<file path="src/rtl/regfile_pkg.sv">
// Shared types and defaults for the multi-port GPR file.
// Holds default geometry, sweep FSM states and the zero word.
package regfile_pkg;

    localparam int RF_DW    = 32;
    localparam int RF_DEPTH = 32;

    typedef enum logic {
        RF_INIT = 1'b0,
        RF_RUN  = 1'b1
    } rf_state_e;

    localparam logic [RF_DW-1:0] ZERO_WORD = '0;

endpackage

</file>
<file path="src/rtl/regfile_rd_port.sv">
// One read port of regfile_mp: gate, zero-reg and write bypass mux.
// Ports: run, re, raddr, both write ports, stored word in; rdata out.
module regfile_rd_port
    import regfile_pkg::*;
#(
    parameter int DW       = RF_DW,
    parameter int AW       = 5,
    parameter int ZERO_REG = 1
) (
    input  logic          run,
    input  logic          re,
    input  logic [AW-1:0] raddr,
    input  logic          we0,
    input  logic [AW-1:0] waddr0,
    input  logic [DW-1:0] wdata0,
    input  logic          we1,
    input  logic [AW-1:0] waddr1,
    input  logic [DW-1:0] wdata1,
    input  logic [DW-1:0] stored,
    output logic [DW-1:0] rdata
);

    localparam logic [DW-1:0] ZW = DW'(ZERO_WORD);

    // Port 1 is the younger write, so it is checked first.
    always_comb begin
        rdata = ZW;
        if (!run || !re) begin
            rdata = ZW;
        end else if (ZERO_REG != 0 && raddr == '0) begin
            rdata = ZW;
        end else if (we1 && waddr1 == raddr) begin
            rdata = wdata1;
        end else if (we0 && waddr0 == raddr) begin
            rdata = wdata0;
        end else begin
            rdata = stored;
        end
    end

endmodule

</file>
<file path="src/rtl/regfile_mp.sv">
// Multi-port GPR file: N combinational read ports, two ordered writes.
// Ports: clk, rst, ready, we0/waddr0/wdata0, we1/waddr1/wdata1, re, raddr, rdata.
module regfile_mp
    import regfile_pkg::*;
#(
    parameter int DW       = RF_DW,
    parameter int DEPTH    = RF_DEPTH,
    parameter int RD_PORTS = 2,
    parameter int ZERO_REG = 1,
    localparam int AW      = $clog2(DEPTH)
) (
    input  logic                   clk,
    input  logic                   rst,
    output logic                   ready,
    input  logic                   we0,
    input  logic [AW-1:0]          waddr0,
    input  logic [DW-1:0]          wdata0,
    input  logic                   we1,
    input  logic [AW-1:0]          waddr1,
    input  logic [DW-1:0]          wdata1,
    input  logic [RD_PORTS-1:0]    re,
    input  logic [RD_PORTS*AW-1:0] raddr,
    output logic [RD_PORTS*DW-1:0] rdata
);

    rf_state_e     state;
    logic [AW-1:0] cnt;
    logic [DW-1:0] mem [DEPTH];
    logic          wen0;
    logic          wen1;

    assign ready = (state == RF_RUN);

    // Address 0 is read-only when hard-wired to zero.
    assign wen0 = we0 && !(ZERO_REG != 0 && waddr0 == '0);
    assign wen1 = we1 && !(ZERO_REG != 0 && waddr1 == '0);

    always_ff @(posedge clk) begin
        if (rst) begin
            state <= RF_INIT;
            cnt   <= '0;
        end else if (state == RF_INIT) begin
            cnt <= cnt + AW'(1);
            if (cnt == AW'(DEPTH - 1)) begin
                state <= RF_RUN;
            end
        end
    end

    // Port 1 assigned last so it wins an address clash.
    always_ff @(posedge clk) begin
        if (!rst) begin
            if (state == RF_INIT) begin
                mem[cnt] <= '0;
            end else begin
                if (wen0) begin
                    mem[waddr0] <= wdata0;
                end
                if (wen1) begin
                    mem[waddr1] <= wdata1;
                end
            end
        end
    end

    for (genvar i = 0; i < RD_PORTS; i++) begin : g_rd
        regfile_rd_port #(
            .DW       (DW),
            .AW       (AW),
            .ZERO_REG (ZERO_REG)
        ) u_rd (
            .run    (ready),
            .re     (re[i]),
            .raddr  (raddr[i*AW +: AW]),
            .we0    (we0),
            .waddr0 (waddr0),
            .wdata0 (wdata0),
            .we1    (we1),
            .waddr1 (waddr1),
            .wdata1 (wdata1),
            .stored (mem[raddr[i*AW +: AW]]),
            .rdata  (rdata[i*DW +: DW])
        );
    end

endmodule

</file>
<file path="config.mk">
export PLATFORM = sky130hd
export DESIGN_NAME = regfile_mp
export DESIGN_NICKNAME = d
export VERILOG_FILES = /design/src/rtl/regfile_pkg.sv /design/src/rtl/regfile_rd_port.sv /design/src/rtl/regfile_mp.sv
export SDC_FILE = /design/constraint.sdc
export NUM_CORES = 2
export LEC_CHECK = 0
export CORE_MARGIN = 8
export CORE_UTILIZATION = 48
export DETAILED_ROUTE_END_ITERATION = 12
export DONT_BUFFER_PORTS = 1
export MAX_ROUTING_LAYER = met4
export SETUP_SLACK_MARGIN = 0.02
export SKIP_CTS_REPAIR_TIMING = 1
export SYNTH_ARGS = -nofsm -noshare
export SYNTH_HDL_FRONTEND = slang
export SYNTH_SLANG_ARGS = --single-unit
</file>
<file path="constraint.sdc">
create_clock -name clk -period 10.7 [get_ports clk]
set_clock_uncertainty 0.1 [all_clocks]
set_input_delay 3.21 -clock clk [delete_from_list [all_inputs] [get_ports clk]]
set_output_delay 3.21 -clock clk [all_outputs]
set_load 0.03 [all_outputs]
</file>
==> flow_summary.yaml <==
power_and_ir_drop:
  vdd_ir_drop_max_mv: 0.1233
  p_leak_nw: 18.29
  power_per_cell_area_mw_per_mm2: 140.7
global_route:
  global_route_wire_length_before_repair_um: 309000
  first_global_vias: 41670
  antenna_found_initial: 3
  grt_remaining_overflow: 0
  grtUsageTotal: 0.3255
  pin_count_of_the_biggest_net_entering_global_routing: 260
worst_hold_path:
  min-delay-path-class: "reg -> reg"
timing:
  aggregate_negative_setup_slack_ns: 0
  setup_repair_after_global_routing_missed_its_margin: "false"
  final_count_of_pins_violating_max_slew: 0
  final_period_minus_worst_setup_slack_ns: 10.05
  max-slew-margin-rel: 0.07906
  number_of_hold_slack_violations_in_the_final_timing_report: 0
  worst-slew-pin-transition_ns: 1.381
  fin_ws_ns: 0.6544
  setup_viol: 0
  min_period_over_period: 0.9388
  fmax_mhz: 99.55
detailed_routing:
  routed_wirelength_um: 218200
  initialDrtViolationCount: 7252
  detail_route.vias_per_cell: 6.933
  final_antenna_net_count: 0
  num_vias: 43740
  wl_per_cell_um: 34.58
  dr.pass1.iters: 8
  drt_drc_violations_left: 0
floorplan:
  dieHeight_um: 366.2
  design.die.area_sq_mm: 0.1341
  die_w_um: 366.2
  io-pin-count: 155
  start_util: 0.4837
  coreArea_sq_mm: 0.1217
  num_rows: 128
worst_setup_path:
  timing_worst_setup_path_type: "in -> out"
  worst-r2r-cell-count: 5
  setup.worst_path.end: "rdata[3]"
  crit-reg2reg-launch: "ready"
  capturing_element_type_of_the_critical_path: "output pin"
  cp_data_arrival_time_ns: 6.74
  worstSetupStartpoint: "raddr[0]"
  crit_required_ns: 7.39
  timing.reg2reg.setup_slack_ns: 5.85
  worstSetupStartpointType: "input port"
  worstReg2RegEnd: "mem[2][25]"
  critical_path_peak_fanout: 259
placement:
  buffer_ports.inserted: 0
  detailedPlace.worstSlack_ns: 1.380
  place_area_sq_mm: 0.05980
  dp_hpwl_um: 122300
  routabilityCongestion: 0.8708
logic_synthesis:
  synth-async-reset-ratio: 0
  syn_nets: 5095
  synth_top_flop_cell: "sky130_fd_sc_hd__edfxtp_1"
  postSynthAreaPerCell_sq_um: 11.77
  number_of_flops_mapped_to_enable_cells_by_yosys: 1024
  yosys_warning_total: 0
  synth-seq-area-share: 0.5244
  netlist_area_sq_mm: 0.05887
  synth.distinct_cells: 54
  syn-instance-count: 5003
  synth.ff_latch_count: 1030
final_layout:
  multi_input_comb_area_sq_mm: 0.02587
  ratio_of_cells_with_drive_above_1_in_the_final_layout: 0.1870
  synthToLayoutAreaGrowth_pct: 7.866
  finish.net_count: 4667
  ff_latch_area_sq_mm: 0.03087
  postLayoutCellArea_sq_mm: 0.06350
  num-fill-cells: 10200
clock_tree:
  number_of_buffers_created_by_cts: 113
  reg_clk_slew_reported_paths_ns: 0.06
  cts.sinks: 1030
  ctsRootBufferMaster: "sky130_fd_sc_hd__clkbuf_16"
  ctsLongestPathBuffers: 3
  cts_tree: "built"
  clk-insertion-delay-late_ns: 0.73
  cts.htree.levels: 3
status:
  run_status: "finished clean"
job:
  number_of_maximum_capacitance_constraint_violations: 0
[synth_stat cells (5+ instances only)]
cell type / number / share of area
sky130_fd_sc_hd__xnor2_1: 8 / 0.0012
sky130_fd_sc_hd__nor3_1: 20 / 0.0017
sky130_fd_sc_hd__edfxtp_1: 1024 / 0.52
sky130_fd_sc_hd__clkbuf_1: 518 / 0.033
sky130_fd_sc_hd__nor4_1: 6 / 0.00064
sky130_fd_sc_hd__o21ai_1: 6 / 0.00051
sky130_fd_sc_hd__dfxtp_1: 6 / 0.0020
sky130_fd_sc_hd__o21ai_0: 1051 / 0.089
sky130_fd_sc_hd__o2bb2ai_1: 64 / 0.0095
sky130_fd_sc_hd__xor2_1: 15 / 0.0022
sky130_fd_sc_hd__a22oi_1: 257 / 0.033
sky130_fd_sc_hd__buf_4: 32 / 0.0041
sky130_fd_sc_hd__nor2_1: 28 / 0.0018
sky130_fd_sc_hd__buf_1: 34 / 0.0022
sky130_fd_sc_hd__o22ai_1: 76 / 0.0081
sky130_fd_sc_hd__inv_1: 37 / 0.0024
sky130_fd_sc_hd__o21bai_1: 15 / 0.0019
sky130_fd_sc_hd__mux4_2: 512 / 0.20
sky130_fd_sc_hd__buf_2: 62 / 0.0053
sky130_fd_sc_hd__nand2_1: 1166 / 0.074
sky130_fd_sc_hd__nor2b_1: 6 / 0.00064
sky130_fd_sc_hd__nand2b_1: 5 / 0.00053
[worst min path at each step]
stage                     startpoint     end  slack (ns)  cells after the start
final                         cnt[2]  cnt[2]        0.50                      2
after global routing          cnt[2]  cnt[2]        0.53                      2
after CTS                     cnt[2]  cnt[2]        0.50                      2
after detailed placement      cnt[2]  cnt[2]        0.49                      2
after global placement        cnt[4]  cnt[4]        0.47                      2
after floorplan               cnt[4]  cnt[4]        0.44                      2
[where the power goes]
group / switching [mW] / internal (mW) / total (mW)
clock network: 1.71 / 2.27 / 3.98
registers: 0.0125 / 4.40 / 4.41
logic: 0.298 / 0.247 / 0.545
[per-stage QoR]
| stage | cells | util | power, mW | hold WS [ns] |
|---|---|---|---|---|
| floorplan | 5003 | - | 4.968 | 0.4379 |
| global placement | 6084 | 0.4911 | 5.017 | 0.4656 |
| detailed placement | 6085 | 0.4913 | 5.017 | 0.4870 |
| CTS | 6298 | 0.5215 | 8.914 | 0.5025 |
| global route | 6304 | 0.5216 | 9.093 | 0.5337 |
| finish | 6308 | 0.5217 | 8.937 | 0.4993 |
[cell families after synthesis]
logic type | after synthesis | share of synthesized area
buf+inv | 689 | 0.04774
compound gates | 1489 | 0.1452
mux | 514 | 0.1962
fa+ha+maj | 2 | 0.0004250
simple gates | 1256 | 0.08266
flops | 1030 | 0.5244
xor+xnor | 23 | 0.003422
[registers in the layout, summed over array words and instances, names as in the netlist]
signal	cells
mem	1024
cnt	5
ready	1
[worst max-delay path, cell delays in order]
cell,delay (ns)
sky130_fd_sc_hd__xor2_1,0.44
sky130_fd_sc_hd__nor3_1,0.39
sky130_fd_sc_hd__a31o_2,0.98
sky130_fd_sc_hd__o22ai_1,0.26
sky130_fd_sc_hd__o2bb2ai_1,0.85
[routing by layer]
metal	vias to the layer above	routed length, um	part of all wire	track usage
li1	18180	-	-	-
met3	636	32680	0.15	0.1028
met4	0	11190	0.051	0.1384
met5	-	0	0	-
met1	21630	78570	0.36	0.4246
met2	3289	95720	0.44	0.4714
[placed cells by master, fill, tap and decap left out, types with 18 or more instances in the layout]
cell / netlist / final
sky130_fd_sc_hd__a22oi_1: 257 / 257
sky130_fd_sc_hd__buf_4: 32 / 103
sky130_fd_sc_hd__clkbuf_1: 518 / 22
sky130_fd_sc_hd__clkbuf_16: 0 / 113
sky130_fd_sc_hd__clkinv_1: 0 / 25
sky130_fd_sc_hd__clkinv_2: 0 / 23
sky130_fd_sc_hd__edfxtp_1: 1024 / 1024
sky130_fd_sc_hd__inv_1: 37 / 37
sky130_fd_sc_hd__mux4_2: 512 / 512
sky130_fd_sc_hd__nand2_1: 1166 / 1166
sky130_fd_sc_hd__nor2_4: 0 / 18
sky130_fd_sc_hd__o21ai_0: 1051 / 1051
sky130_fd_sc_hd__o22ai_1: 76 / 64
sky130_fd_sc_hd__o2bb2ai_1: 64 / 64
[final cells by class]
| class | count | share of cell area |
|---|---|---|
| Clock inverter | 75 | 0.01141 |
| Tap cell | 1625 | 0.03202 |
| Sequential cell | 1030 | 0.4861 |
| Antenna cell | 10 | 0.0003941 |
| Inverter | 37 | 0.002187 |
| Clock buffer | 138 | 0.04648 |
| Timing Repair Buffer | 109 | 0.01399 |
| Multi-Input combinational cell | 3284 | 0.4074 |
No activity file was read; power rests on OpenSTA's default activity.
